### config.mk
export PLATFORM = sky130hd
export DESIGN_NAME = ps2_keystroke_gen
export DESIGN_NICKNAME = d
export VERILOG_FILES = /design/src/rtl/ps2_pkg.sv /design/src/rtl/ps2_frame_shifter.sv /design/src/rtl/ps2_keystroke_gen.sv
export SDC_FILE = /design/constraint.sdc
export NUM_CORES = 1
export LEC_CHECK = 0
export ABC_CLOCK_PERIOD_IN_PS = 4930
export CELL_PAD_IN_SITES_DETAIL_PLACEMENT = 1
export CELL_PAD_IN_SITES_GLOBAL_PLACEMENT = 1
export CORE_MARGIN = 2
export CORE_UTILIZATION = 47
export DETAILED_ROUTE_END_ITERATION = 10
export PLACE_DENSITY = 0.92
export SYNTH_ARGS = -nofsm -noshare
export SYNTH_HDL_FRONTEND = slang
export SYNTH_HIERARCHICAL = 1
export SYNTH_SLANG_ARGS = --single-unit
### constraint.sdc
create_clock -name clk -period 4.93 [get_ports clk]
set_input_delay 0.986 -clock clk [delete_from_list [all_inputs] [get_ports clk]]
set_output_delay 0.986 -clock clk [all_outputs]
set_load 0.01 [all_outputs]
### src/rtl/ps2_pkg.sv
// Shared definitions for the PS/2 keystroke generator: state encoding,
// frame geometry, request payload and set-2 scan-code constants.
package ps2_pkg;

  typedef enum logic [2:0] {
    IDLE     = 3'd0,
    SETUP    = 3'd1,
    CLK_LOW  = 3'd2,
    CLK_HIGH = 3'd3,
    GAP      = 3'd4
  } ps2_state_t;

  localparam int unsigned FRAME_BITS = 11;
  localparam int unsigned BIT_CNT_W  = 4;

  localparam logic [7:0] BREAK_PREFIX = 8'hF0;
  localparam logic [7:0] KEY_B        = 8'h32;
  localparam logic [7:0] KEY_C        = 8'h21;
  localparam logic [7:0] KEY_ENTER    = 8'h5A;

  // Latched keystroke; brk doubles as "second byte still pending" once F0 is out.
  typedef struct packed {
    logic       brk;
    logic [7:0] code;
  } key_req_t;

endpackage

### src/rtl/ps2_frame_shifter.sv
// Holds one 11-bit PS/2 frame (start, 8 data LSB first, odd parity, stop),
// presents the current bit and counts how many bits have been shifted out.
module ps2_frame_shifter
  import ps2_pkg::*;
(
  input  logic       clk,
  input  logic       reset,
  input  logic       load,
  input  logic [7:0] load_byte,
  input  logic       shift,
  output logic       data,
  output logic       last_c
);

  logic [FRAME_BITS-1:0] frame_q;
  logic [BIT_CNT_W-1:0]  cnt_q;
  logic                  parity_c;

  // Odd parity: data ones plus parity bit must be odd.
  assign parity_c = ~^load_byte;

  // Ones shift in from the top so the line idles high once the frame is out.
  always_ff @(posedge clk) begin
    if (reset) begin
      frame_q <= '1;
      cnt_q   <= '0;
    end else if (load) begin
      frame_q <= {1'b1, parity_c, load_byte, 1'b0};
      cnt_q   <= '0;
    end else if (shift) begin
      frame_q <= {1'b1, frame_q[FRAME_BITS-1:1]};
      cnt_q   <= cnt_q + BIT_CNT_W'(1);
    end
  end

  assign data   = frame_q[0];
  assign last_c = (cnt_q == BIT_CNT_W'(FRAME_BITS));

endmodule

### src/rtl/ps2_keystroke_gen.sv
// Device-side PS/2 keystroke generator: accepts a scan code (optionally as a
// break with F0 prefix) and emits it as PS/2 clock/data frames.
module ps2_keystroke_gen
  import ps2_pkg::*;
#(
  parameter int unsigned clk_mhz = 25,
  parameter int unsigned ps2_khz = 12,
  parameter int unsigned gap_us  = 100
) (
  input  logic       clk,
  input  logic       reset,
  input  logic       key_valid,
  output logic       key_ready,
  input  logic [7:0] key_code,
  input  logic       key_release,
  output logic       ps2clk,
  output logic       ps2data,
  output logic       busy
);

  localparam int unsigned HALF_CYC = clk_mhz * 1000 / (2 * ps2_khz);
  localparam int unsigned GAP_CYC  = clk_mhz * gap_us;
  localparam int unsigned MAX_CYC  = (HALF_CYC > GAP_CYC) ? HALF_CYC : GAP_CYC;
  localparam int unsigned TIMER_W  = $clog2(MAX_CYC + 1);

  localparam logic [TIMER_W-1:0] HALF_LOAD = TIMER_W'(HALF_CYC - 1);
  localparam logic [TIMER_W-1:0] GAP_LOAD  = TIMER_W'(GAP_CYC - 1);

  ps2_state_t         state_q, state_d;
  logic [TIMER_W-1:0] timer_q, timer_d;
  key_req_t           req_q, req_d;
  logic               timer_done_c;
  logic               load_c;
  logic               shift_c;
  logic [7:0]         load_byte_c;
  logic               last_bit_c;

  assign timer_done_c = (timer_q == '0);

  ps2_frame_shifter u_shifter (
    .clk       (clk),
    .reset     (reset),
    .load      (load_c),
    .load_byte (load_byte_c),
    .shift     (shift_c),
    .data      (ps2data),
    .last_c    (last_bit_c)
  );

  // State, timer and registered line outputs.
  always_ff @(posedge clk) begin
    if (reset) begin
      state_q   <= IDLE;
      timer_q   <= '0;
      req_q     <= '0;
      ps2clk    <= 1'b1;
      busy      <= 1'b0;
      key_ready <= 1'b0;
    end else begin
      state_q   <= state_d;
      timer_q   <= timer_d;
      req_q     <= req_d;
      ps2clk    <= (state_d != CLK_LOW);
      busy      <= (state_d != IDLE);
      key_ready <= (state_d == IDLE);
    end
  end

  // Next-state, shifter control and timer reload on every state change.
  always_comb begin
    state_d     = state_q;
    timer_d     = timer_q;
    req_d       = req_q;
    load_c      = 1'b0;
    shift_c     = 1'b0;
    load_byte_c = req_q.code;

    unique case (state_q)
      IDLE: begin
        if (key_valid && key_ready) begin
          state_d     = SETUP;
          load_c      = 1'b1;
          load_byte_c = key_release ? BREAK_PREFIX : key_code;
          req_d.brk   = key_release;
          req_d.code  = key_code;
        end
      end
      SETUP: begin
        if (timer_done_c) state_d = CLK_LOW;
      end
      CLK_LOW: begin
        if (timer_done_c) begin
          state_d = CLK_HIGH;
          shift_c = 1'b1;
        end
      end
      CLK_HIGH: begin
        if (timer_done_c) state_d = last_bit_c ? GAP : CLK_LOW;
      end
      GAP: begin
        if (timer_done_c) begin
          if (req_q.brk) begin
            state_d     = SETUP;
            load_c      = 1'b1;
            load_byte_c = req_q.code;
            req_d.brk   = 1'b0;
          end else begin
            state_d = IDLE;
          end
        end
      end
      default: state_d = IDLE;
    endcase

    if (state_d != state_q) begin
      timer_d = (state_d == GAP) ? GAP_LOAD : HALF_LOAD;
    end else if (!timer_done_c) begin
      timer_d = timer_q - TIMER_W'(1);
    end
  end

endmodule

Yosys cells after proc, flatten, opt, wreduce, memory -nomap -nowiden
Index checks and enable logic that the tools add are counted.
Storage, ports and cells
  memory bits (read-only): 0
  bits in writable memories: 0
  bits in registers: 41
  logic and storage cells: 58
  bits in latches: 0
  memories: 0
  output and inout port bits: 4
  input port bits: 12
Operators by class
  multiplexer cells: 25
  $mul: 0
  div/mod/pow operators: 0
  shift operators: 0
  $add $sub $neg: 2
  bitwise gates (word level): 0
  $lt $le $gt $ge: 0
  reduce and logical (&&, ||, !) cells: 11
  eq/ne operators: 11
Operators by type and width (number)
  $mux W12: 3
  $mux W8: 3
  $mux W10: 2
  $mux W3: 6
  $pmux W3 S5: 1
  $logic_not A12 Y1: 1
  $sub A12 B1 Y12 const B: 1
  $mux W9: 1
  $reduce_xnor A8 Y1: 1
  $mux W1: 7
  $eq A3 B2 Y1 const B: 2
  $eq A3 B3 Y1 const B: 2
  $logic_not A3 Y1: 2
  $add A4 B1 Y4 const B: 1
  $eq A4 B4 Y1 const B: 1
  $ne A2 B2 Y1 const B: 2
  $pmux W1 S2: 2
  $reduce_bool A2 Y1: 2
  $eq A3 B1 Y1 const B: 1
  $ne A3 B2 Y1 const B: 1
  $ne A3 B3 Y1: 1
  $reduce_and A3 Y1: 1
  $reduce_bool A3 Y1: 1
  $ne A2 B1 Y1 const B: 1
  other kinds (3): 3

Logic depth before layout (Yosys ltp)
Gate-level depths: netlist of run 1.
  word-level depth: 7
  mapped depth: 10
  depth with buffers taken out: 9

Modules after synthesis
Netlist of run 1, hierarchy kept.
By module, submodules not included
  ps2_keystroke_gen: seq. area each 540.5 um^2, area each 1402.6 um^2, cells each 175, times used 1
  ps2_frame_shifter: seq. area each 280.3 um^2, area each 703.2 um^2, cells each 67, times used 1

Least setup slack after synthesis of run 1
OpenSTA, ideal clock, no wires.
  path type: flip-flop to flip-flop
  start point: reg timer_q[0]
  end point: reg u_shifter.frame_q[6]
  arrival: 2543 ps
  buffers on the path: 1
  required time: 4813 ps
  setup time: 117 ps
  slack: 2270 ps
  stages on the path, launching flop included: 10
  period minus slack after synthesis: 2660 ps
  cells stage by stage: dfxtp_1 > inv_1 > ha_1 > nor4b_4 > nand3_2 > nor4b_1 > buf_4 > mux2_2 > mux2i_1 > nand2b_1
On the way
  longest elaborated chain between the ends: 4
  elaborated cells on any way between the ends: 7
  classes of those cells: mux (5); reduce/logical (2)
RTL lines
  start: declaration: line ps2_keystroke_gen.sv:30  | logic [TIMER_W-1:0] timer_q, timer_d;
  start signal: assignment: line ps2_keystroke_gen.sv:61  | timer_q <= timer_d;
  $logic_not A12 Y1: line ps2_keystroke_gen.sv:38  | assign timer_done_c = (timer_q == '0);
  $mux W1: line ps2_keystroke_gen.sv:92  | if (timer_done_c) begin
  $mux W1: line ps2_keystroke_gen.sv:78  | unique case (state_q)
  named net shift_c: line ps2_keystroke_gen.sv:34  | logic shift_c;
  $reduce_bool A2 Y1 (no source line)
  end signal: assignment: line ps2_frame_shifter.sv:28  | frame_q <= {1'b1, parity_c, load_byte, 1'b0};
  end signal: assignment: line ps2_frame_shifter.sv:31  | frame_q <= {1'b1, frame_q[FRAME_BITS-1:1]};
  end: declaration: line ps2_frame_shifter.sv:15  | logic [FRAME_BITS-1:0] frame_q;
The timed path passes the listed nets, and every way through them passes these cells.
A chain may end at the register's enable or synchronous reset.

Worst setup path after layout of run 1
  start point: in key_valid
  end point: reg u_shifter.frame_q[9]
On the way
  longest elaborated chain between the ends: 5
  elaborated cells on any way between the ends: 8
  classes of those cells: mux (5); reduce/logical (3)
RTL lines
  start: declaration: line ps2_keystroke_gen.sv:12  | input logic key_valid,
  $logic_and A1 B1 Y1: line ps2_keystroke_gen.sv:80  | if (key_valid && key_ready) begin
  $mux W8: line ps2_keystroke_gen.sv:80
  $mux W8
  named net load_byte_c[0]: line ps2_keystroke_gen.sv:35  | logic [7:0] load_byte_c;
  $reduce_xnor A8 Y1: line ps2_frame_shifter.sv:20  | assign parity_c = ~^load_byte;
  $mux W10: line ps2_frame_shifter.sv:27  | end else if (load) begin
The timed path passes the listed nets, and every way through them passes these cells.

==> flow_metrics.env, run 1 <==
export IMPL_outcome="completed"
export IMPL_remaining_drc_errors=0
export IMPL_hold_violations=0
export IMPL_die_h_um=70.9
export IMPL_crit_arrival_ns=3.25
export IMPL_synth_net_count=256
export IMPL_die_area_um2=5030
export IMPL_power_density_nw_per_um2=498
export IMPL_grt_ovfl_total=0
export IMPL_area_growth_pct=12.1
export IMPL_critPathMaxStageDelay_ns=0.45
export IMPL_final_net_count=267
export IMPL_rsz0062_at_grt="no"
export IMPL_critPathKind="primary input to flip-flop"
export IMPL_postCtsHoldBufs=0
export IMPL_critical_path_max_fanout=14
export IMPL_critPathSlowestCell="clkdlybuf4s50_1"
export IMPL_ir_worst_vdd_mv=0.215
export IMPL_num_vias=1743
export IMPL_gp_congestion=0.767
export IMPL_ys_seq_area_share_pct=39.0
export IMPL_crit_top_cell="xnor2_1"
export IMPL_finalWirelength_um=5040
export IMPL_grt_antenna_before_repair=0
export IMPL_drtPass1Iterations=4
export IMPL_core_area_um2=4320
export IMPL_multiInputGateArea_um2=1210
export IMPL_h_tree_depth=2
export IMPL_cts_resized=0
export IMPL_final_setup_viol_count=0
export IMPL_final_cell_mix="dfxtp_1 (41), nand2_1 (34), nor2_1 (20)"
export IMPL_r2r_cells=8
export IMPL_switching_share_pct=39.3
export IMPL_mostFrequentLayoutCell="dfxtp_1"
export IMPL_post_drt_wl_per_cell_um=16.5
export IMPL_io_buffer_count=15
export IMPL_fin_ws_ns=1.87
export IMPL_r2r_setup_slack_ns=1.98
export IMPL_reg2reg_to="u_shifter/frame_q[9]$_SDFFE_PP1P_"
export IMPL_max_freq_ghz=0.327
export IMPL_netlist_area_um2=2110
export IMPL_dp_hpwl_um=3530
export IMPL_worst_ep_required_time_ns=5.11
export IMPL_maxCapViolations=0
export IMPL_fin_util_pct=54.6
export IMPL_clk_root_buffer_cell="clkbuf_8"
export IMPL_hold_path_class="flip-flop to flip-flop"
export IMPL_drt_iter0_markers=48
export IMPL_ys_flop_type="dfxtp_1"
export IMPL_p_switching_mw=0.462
export IMPL_diodes=0
export IMPL_async_flop_share_pct=0
export IMPL_synth_edff_count=0
export IMPL_relSlewSlack_pct=56.2
export IMPL_dp_slack_ns=1.54
export IMPL_cts_setup_buffers=0
export IMPL_r2r_start="timer_q[0]$_SDFFE_PP0P_"
export IMPL_cts_tree="yes"
export IMPL_clock_latency_ns=0.30
export IMPL_cts_buffers=5
export IMPL_worst_hold_slack_ns=0.467
export IMPL_drive_gt1_share_pct=8.66
export IMPL_pwr_share_clk_pct=18.3
export IMPL_cts_buffer_depth=2
export IMPL_min_to="req_q[2]$_SDFFE_PP0P_"
export IMPL_grt_pass1_wl_um=8630
export IMPL_track_usage_pct=21.6
export IMPL_io_pins=16
export IMPL_finalCritPeriodShare_pct=62.1
export IMPL_clkTransAtPathRegs_ns=0.07
export IMPL_grt_pass1_vias=1739
export IMPL_yosysUniqueCellTypes=44
export IMPL_crit_chain="clkdlybuf4s50_1 > nand2_1 > nor2_1 > nand2_1 > nor2_1 > a22o_1 > xnor2_1 > xnor2_1 > xnor2_1 > a211o_1"
export IMPL_netlist_instances=242
export IMPL_start_util_pct=48.7
export IMPL_seqPwrFrac_pct=38.9
export IMPL_vias_per_cell=5.70
export IMPL_row_count=24
export IMPL_p_comb_share_pct=42.8
export IMPL_yosys_warnings=6
export IMPL_maxSlewViolCount=0
export IMPL_critPathLaunchType="primary input"
export IMPL_whs_path_depth=2
export IMPL_p_leak_nw=0.858
export IMPL_dieWidth_um=70.9
export IMPL_grt_max_degree=34
export IMPL_tightest_slew_ns=0.655
export IMPL_ant_nets=0
export IMPL_cts_sinks=41
export IMPL_crit_family="simple AND/OR/NAND/NOR gates"
export IMPL_fill_cells=520
export IMPL_syn_area_per_cell_um2=8.70
export IMPL_skew_ns=0.00472
export IMPL_regArea_um2=821
export IMPL_fin_crit_ns=3.06
export IMPL_tns_ns=0
export IMPL_synth_seq_cells=41
export IMPL_end_kind="flip-flop"
export IMPL_intPower_mw=0.713
export IMPL_path_buf_inv=1
export IMPL_min_from="req_q[2]$_SDFFE_PP0P_"
## per-stage QoR
| stage | instances | power, mW | instance area (µm²) |
|---|---|---|---|
| floorplan | 242 | 0.843 | 2110 |
| global placement | 298 | 0.932 | 2280 |
| detailed placement | 298 | 0.962 | 2280 |
| CTS | 306 | 1.18 | 2360 |
| global route | 306 | 1.26 | 2360 |
| finish | 306 | 1.18 | 2360 |
## kinds of logic (layout without fill, tap and decap cells)
kind of cell	count (synthesis)	count (layout)	share of synthesized area, %
adders and majority gates	2	2	1.19
xor gates and xnor gates	16	16	6.65
and+or+nand+nor	101	101	25.7
muxes	20	20	9.98
buffers and inverters	17	29	3.62
AOI/OAI and AO/OA	45	45	13.8
DFF	41	41	39.0
## sequential cells by signal (all words and copies together) (netlist names)
name	flops
req_q	9
u_shifter/cnt_q	4
timer_q	12
ps2clk	1
state_q	3
busy	1
key_ready	1
u_shifter/frame_q	10
## power by group through the flow
stage                     sequential [mW]  clock, mW  combinational [mW]
after floorplan                     0.445          0               0.397
after global placement              0.459          0               0.473
after detailed placement            0.463          0               0.499
after CTS                           0.457      0.217               0.508
after global routing                0.467      0.230               0.560
final                               0.457      0.215               0.504
## metal layers
| layer | wire (µm) | vias up | global-route usage (%) |
|---|---|---|---|
| li1 | - | 869 | - |
| met1 | 2310 | 848 | 28.5 |
| met2 | 2540 | 21 | 36.1 |
| met3 | 137 | 5 | 4.27 |
| met4 | 58 | 0 | 6.29 |
| met5 | 0 | - | 0 |
## worst reg2reg max path, delay by kind of cell (launching register included)
| kind | cells | cell delay, ns |
|---|---|---|
| AOI/OAI and AO/OA | 2 | 0.53 |
| adders and majority gates | 1 | 0.24 |
| and+or+nand+nor | 3 | 1.09 |
| DFF | 1 | 0.33 |
| buffers and inverters | 2 | 0.63 |
## area by class of cell
class | count | share of cell area (%)
Clock buffer | 8 | 3.39
Inverter | 4 | 0.636
Multi-Input combinational cell | 184 | 51.5
Sequential cell | 41 | 34.8
Tap cell | 52 | 2.76
Timing Repair Buffer | 17 | 7.00
## Yosys cell counts, types with 2 or more instances
library cell | instances | area, µm²
nand3b_1 | 3 | 22.5
o21ai_0 | 8 | 40.0
mux2_2 | 8 | 90.1
xor2_1 | 5 | 43.8
a21oi_1 | 16 | 80.1
clkbuf_1 | 6 | 22.5
ha_1 | 2 | 25.0
nand2b_1 | 10 | 62.6
buf_2 | 4 | 20.0
mux2i_1 | 12 | 120
a22o_1 | 4 | 35.0
and3_1 | 4 | 25.0
o32ai_1 | 3 | 26.3
a22oi_1 | 2 | 15.0
nor3_1 | 7 | 35.0
dfxtp_1 | 41 | 821
xnor2_1 | 11 | 96.3
nand3_1 | 5 | 25.0
o211ai_1 | 2 | 15.0
nor4_1 | 3 | 18.8
o31ai_1 | 3 | 22.5
a41oi_1 | 2 | 17.5
nand4_1 | 2 | 12.5
nand2_1 | 34 | 128
inv_1 | 4 | 15.0
and2_1 | 2 | 12.5
nor2b_1 | 2 | 12.5
nor2_1 | 20 | 75.1
buf_4 | 2 | 15.0
## how the worst max path moves through the flow
stage	from	to	slack, ns	cells past startpoint
2_1_floorplan	timer_q[0]$_SDFFE_PP0P_	u_shifter/frame_q[6]$_SDFFE_PP1P_	2.27	9
3_5_place_dp	key_valid	u_shifter/frame_q[9]$_SDFFE_PP1P_	1.54	10
3_3_place_gp	key_valid	u_shifter/frame_q[9]$_SDFFE_PP1P_	1.69	10
4_1_cts	key_valid	u_shifter/frame_q[9]$_SDFFE_PP1P_	1.83	10
5_1_grt	key_valid	u_shifter/frame_q[9]$_SDFFE_PP1P_	1.70	10
6_report	key_valid	u_shifter/frame_q[9]$_SDFFE_PP1P_	1.87	10
(Power assumes the default switching activity.)
==> inputs of run 2 (changes only) <==
Settings changed: ABC_CLOCK_PERIOD_IN_PS 4930 to 2800, CORE_UTILIZATION 47 to 40, PLACE_DENSITY 0.92 to 0.84.
Clock period 4.93 ns to 2.8 ns, I/O delays scaled along.
==> run 2 against run 1 <==
  * Critical path depth grew 1
  * Clock power grew 110%
  * Combinational power grew 94%
  * Register-to-register slack lost 1.6 ns
  * Core utilization shrank 5.8 points
  * Die area grew 16%
  * Global-route usage shrank 1.9 points
  * Critical path type unchanged
==> flow_metrics.env, run 2 (synthesis gave the netlist of run 1 again) <==
export IMPL_cts_buffers=5
export IMPL_core_area_um2=5110
export IMPL_largestRegisters="timer_q: 12 flops, u_shifter/frame_q: 10 flops, req_q: 9 flops"
export IMPL_h_tree_depth=2
export IMPL_r2r_start="timer_q[1]$_SDFFE_PP0P_"
export IMPL_clkTransAtPathRegs_ns=0.08
export IMPL_outcome="completed"
export IMPL_top_register="timer_q"
export IMPL_grt_pass1_wl_um=9280
export IMPL_maxCapViolations=0
export IMPL_switching_share_pct=37.0
export IMPL_maxSlewViolCount=0
export IMPL_skew_ns=0.00934
export IMPL_min_to="req_q[1]$_SDFFE_PP0P_"
export IMPL_min_from="req_q[1]$_SDFFE_PP0P_"
export IMPL_path_buf_inv=2
export IMPL_fin_util_pct=48.8
export IMPL_pwr_share_clk_pct=20.5
export IMPL_met2_usage_pct=33.6
export IMPL_cts_setup_buffers=0
export IMPL_whs_path_depth=2
export IMPL_die_h_um=76.6
export IMPL_tns_ns=0
export IMPL_gr_usage_met1_pct=25.3
export IMPL_crit_top_cell="nand2_1"
export IMPL_regArea_um2=821
export IMPL_dp_slack_ns=0.0921
export IMPL_crit_family="buffers and inverters"
export IMPL_cts_sinks=41
export IMPL_mostFrequentLayoutCell="dfxtp_1"
export IMPL_critPathLaunchType="primary input"
export IMPL_grt_antenna_before_repair=0
export IMPL_diodes=0
export IMPL_finalWirelength_um=5320
export IMPL_placed_cell_area_um2=2390
export IMPL_worst_ep_required_time_ns=2.99
export IMPL_drive_gt1_share_pct=12.9
export IMPL_io_pins=16
export IMPL_grt_max_degree=28
export IMPL_cts_resized=0
export IMPL_gp_congestion=0.776
export IMPL_num_vias=1814
export IMPL_crit_chain="clkdlybuf4s50_1 > nand2_1 > nor2_1 > nand2_1 > buf_4 > nand2_1 > nand2_1 > xnor2_1 > xnor2_1 > xnor2_1 > a211o_1"
export IMPL_drtPass1Iterations=4
export IMPL_relSlewSlack_pct=69.2
export IMPL_critical_path_max_fanout=8
export IMPL_max_freq_ghz=0.417
export IMPL_hold_path_class="flip-flop to flip-flop"
export IMPL_dieWidth_um=76.6
export IMPL_row_count=26
export IMPL_tightest_slew_ns=0.460
export IMPL_intPower_mw=1.41
export IMPL_clock_latency_ns=0.29
export IMPL_cts_tree="yes"
export IMPL_critPathSlowestCell="clkdlybuf4s50_1"
export IMPL_fin_ws_ns=0.404
export IMPL_critPathKind="primary input to flip-flop"
export IMPL_clk_root_buffer_cell="clkbuf_8"
export IMPL_dp_hpwl_um=3860
export IMPL_final_cell_mix="dfxtp_1 (41), nand2_1 (34), nor2_1 (20)"
export IMPL_placed_cells=326
export IMPL_io_buffer_count=15
export IMPL_drt_iter0_markers=84
export IMPL_rsz0062_at_grt="no"
export IMPL_track_usage_pct=19.7
export IMPL_postCtsHoldBufs=0
export IMPL_end_kind="flip-flop"
export IMPL_stdcell_area_um2=2490
export IMPL_hold_violations=0
export IMPL_grt_pass1_vias=1922
export IMPL_vias_per_cell=5.45
export IMPL_reg2reg_to="u_shifter/frame_q[1]$_SDFFE_PP1P_"
export IMPL_fin_crit_ns=2.40
export IMPL_r2r_cells=9
export IMPL_r2r_setup_slack_ns=0.41
export IMPL_met3_usage_pct=3.32
export IMPL_top_usage_layer="met2"
export IMPL_ant_nets=0
export IMPL_finalCritPeriodShare_pct=85.6
export IMPL_final_net_count=277
export IMPL_cts_buffer_depth=2
export IMPL_final_setup_viol_count=0
export IMPL_remaining_drc_errors=0
export IMPL_fill_cells=612
export IMPL_start_util_pct=41.2
export IMPL_final_cells=333
export IMPL_post_drt_wl_per_cell_um=16.0
export IMPL_power_density_nw_per_um2=900
export IMPL_multiInputGateArea_um2=1210
export IMPL_crit_arrival_ns=2.59
export IMPL_grt_ovfl_total=0
export IMPL_p_switching_mw=0.830
export IMPL_p_comb_share_pct=43.7
export IMPL_area_growth_pct=18.5
export IMPL_p_leak_nw=0.925
export IMPL_largest_reg_flops=12
export IMPL_die_area_um2=5860
export IMPL_ir_worst_vdd_mv=0.479
export IMPL_seqPwrFrac_pct=35.8
export IMPL_critPathMaxStageDelay_ns=0.45
## run 2: changes by cell type in the layout (fill, tap and decap cells not counted), sizes merged
cell,before,now
bufinv,0,1
buf,2,12
clkinv,0,1
clkbuf,8,5
## run 2: through the flow
step                      power (mW)  hold slack, ns
after floorplan                 1.48           0.432
after global placement          1.74           0.445
after detailed placement        1.79           0.453
after CTS                       2.25           0.463
after global routing            2.41           0.501
final                           2.24           0.460
## run 2: power by group through the flow
| stage | sequential, mW | clock (mW) | combinational [mW] |
|---|---|---|---|
| final | 0.804 | 0.460 | 0.980 |
| after floorplan | 0.784 | 0 | 0.700 |
| after global routing | 0.823 | 0.495 | 1.10 |
| after detailed placement | 0.815 | 0 | 0.974 |
| after global placement | 0.806 | 0 | 0.933 |
| after CTS | 0.803 | 0.468 | 0.984 |
## run 2: how the worst max path moves through the flow
stage | start | end | slack, ns | cells after the start
detailed placement | key_valid | u_shifter/frame_q[9]$_SDFFE_PP1P_ | 0.09 | 10
finish | key_valid | u_shifter/frame_q[9]$_SDFFE_PP1P_ | 0.40 | 11
global placement | key_valid | u_shifter/frame_q[9]$_SDFFE_PP1P_ | 0.20 | 11
floorplan | timer_q[0]$_SDFFE_PP0P_ | u_shifter/frame_q[6]$_SDFFE_PP1P_ | 0.14 | 9
global route | key_valid | u_shifter/frame_q[9]$_SDFFE_PP1P_ | 0.18 | 11
CTS | key_valid | u_shifter/frame_q[9]$_SDFFE_PP1P_ | 0.40 | 11
## run 2: cell type report
| type | count | share of cell area, % |
|---|---|---|
| clock buffers | 5 | 2.76 |
| clock inverters | 2 | 1.40 |
| inverters | 4 | 0.602 |
| multi-input cells | 184 | 48.7 |
| flip-flops and latches | 41 | 32.9 |
| well taps | 70 | 3.51 |
| repair buffers | 27 | 10.1 |
## run 2: worst register-to-register path, delay by kind of cell (launching register included)
| kind | cells | cell delay, ns |
|---|---|---|
| and+or+nand+nor | 4 | 0.81 |
| buffers and inverters | 2 | 0.36 |
| adders and majority gates | 1 | 0.24 |
| muxes | 2 | 0.55 |
| DFF | 1 | 0.33 |
## run 2: per-layer routing
metal	up-vias	wire [µm]
met1	881	2470
li1	897	-
met5	-	0
met2	31	2620
met4	0	76
met3	5	157
==> inputs of run 3 (changes only) <==
Settings changed: PLACE_DENSITY 0.84 to 0.83.
==> run 3 against run 2 <==
  * Die area did not move
  * Highest routed layer unchanged
  * Cell count did not move
  * Routed wire length fell by 2.8%
  * Critical path type is now flip-flop to flip-flop
  * Combinational power fell by 3.8%
==> flow_metrics.env, run 3 (synthesis gave the netlist of run 1 again) <==
export IMPL_outcome="completed"
export IMPL_cts_tree="yes"
export IMPL_rsz0062_at_grt="no"
export IMPL_fin_ws_ns=0.313
export IMPL_power_density_nw_per_um2=880
export IMPL_fin_crit_ns=2.49
export IMPL_largest_reg_flops=12
export IMPL_hold_path_class="flip-flop to flip-flop"
export IMPL_critical_path_max_fanout=6
export IMPL_die_h_um=76.6
export IMPL_drive_gt1_share_pct=12.9
export IMPL_cts_buffers=5
export IMPL_relSlewSlack_pct=64.5
export IMPL_cts_sinks=41
export IMPL_grt_pass1_vias=1865
export IMPL_final_setup_viol_count=0
export IMPL_row_count=26
export IMPL_diodes=0
export IMPL_area_growth_pct=17.4
export IMPL_io_buffer_count=15
export IMPL_finalWirelength_um=5160
export IMPL_ir_worst_vdd_mv=0.374
export IMPL_grt_pass1_wl_um=8990
export IMPL_cts_buffer_depth=2
export IMPL_clock_latency_ns=0.30
export IMPL_maxSlewViolCount=0
export IMPL_dp_slack_ns=0.0829
export IMPL_grt_antenna_before_repair=0
export IMPL_grt_max_degree=29
export IMPL_maxCapViolations=0
export IMPL_postCtsHoldBufs=0
export IMPL_tightest_slew_ns=0.529
export IMPL_crit_arrival_ns=2.68
export IMPL_core_area_um2=5110
export IMPL_critPathLaunchType="flip-flop"
export IMPL_largestRegisters="timer_q: 12 flops, u_shifter/frame_q: 10 flops, req_q: 9 flops"
export IMPL_track_usage_pct=19.1
export IMPL_drt_iter0_markers=58
export IMPL_io_pins=16
export IMPL_final_cells=333
export IMPL_clk_root_buffer_cell="clkbuf_8"
export IMPL_cts_resized=0
export IMPL_worst_ep_required_time_ns=2.99
export IMPL_gp_congestion=0.750
export IMPL_die_area_um2=5860
export IMPL_grt_ovfl_total=0
export IMPL_cts_setup_buffers=0
export IMPL_vias_per_cell=5.29
export IMPL_post_drt_wl_per_cell_um=15.5
export IMPL_critPathKind="flip-flop to flip-flop"
export IMPL_p_leak_nw=0.917
export IMPL_hold_violations=0
export IMPL_drtPass1Iterations=4
export IMPL_mostFrequentLayoutCell="dfxtp_1"
export IMPL_h_tree_depth=2
export IMPL_dp_hpwl_um=3660
export IMPL_final_net_count=276
export IMPL_end_kind="flip-flop"
export IMPL_remaining_drc_errors=0
export IMPL_start_util_pct=41.2
export IMPL_top_register="timer_q"
export IMPL_finalCritPeriodShare_pct=88.8
export IMPL_final_cell_mix="dfxtp_1 (41), nand2_1 (34), nor2_1 (20)"
export IMPL_ant_nets=0
export IMPL_r2r_setup_slack_ns=0.31
export IMPL_tns_ns=0
export IMPL_clkTransAtPathRegs_ns=0.08
export IMPL_placed_cells=325
export IMPL_max_freq_ghz=0.402
export IMPL_num_vias=1761
export IMPL_dieWidth_um=76.6
export IMPL_skew_ns=0.00315
==> run 3: area by class of cell <==
cell class | instances | area [µm²]
fill | 604 | 2640
clock inverter | 1 | 5.00
timing repair buffer | 26 | 233
clock buffer | 7 | 96.3
inverter | 4 | 15.0
sequential | 41 | 821
tap | 70 | 87.6
multi-input combinational | 184 | 1210
==> run 3: final timing paths <==
kind / cells after the start / from / endpoint
worst max register to register: 9 / timer_q[0]$_SDFFE_PP0P_ / u_shifter/frame_q[3]$_SDFFE_PP1P_
worst min register to register: 2 / req_q[1]$_SDFFE_PP0P_ / req_q[1]$_SDFFE_PP0P_
worst min-delay path: 2 / req_q[1]$_SDFFE_PP0P_ / req_q[1]$_SDFFE_PP0P_
worst max-delay path: 9 / timer_q[0]$_SDFFE_PP0P_ / u_shifter/frame_q[3]$_SDFFE_PP1P_
==> run 3: critical path, stage by stage (launching register included) <==
cell,delay [ns]
dfxtp_1,0.32
inv_1,0.10
ha_1,0.25
nor4b_4,0.44
and3_1,0.28
a41oi_1,0.20
inv_1,0.29
buf_4,0.23
mux2i_1,0.20
nand2b_1,0.08
==> run 3: routing by layer <==
| metal | wire length [µm] | vias to the layer above | track usage, % |
|---|---|---|---|
| li1 | - | 890 | - |
| met1 | 2510 | 847 | 25.4 |
| met2 | 2480 | 19 | 30.2 |
| met3 | 98 | 5 | 3.55 |
| met4 | 82 | 0 | 8.36 |
| met5 | 0 | - | 0 |
==> run 3: through the flow <==
stage	total power, mW	utilization (%)	instance area, µm²	hold WS (ns)
floorplan	1.48	-	2110	0.432
global placement	1.71	46.4	2370	0.446
detailed placement	1.75	46.4	2370	0.452
CTS	2.20	48.4	2470	0.464
global route	2.35	48.4	2470	0.488
finish	2.18	48.4	2470	0.460
==> run 3: power breakdown <==
part	total, mW	leakage (nW)	switching (mW)	internal, mW
logic	0.943	0.527	0.508	0.436
clock network	0.432	0.0542	0.209	0.223
registers	0.801	0.336	0.108	0.693
total	2.18	0.917	0.825	1.35
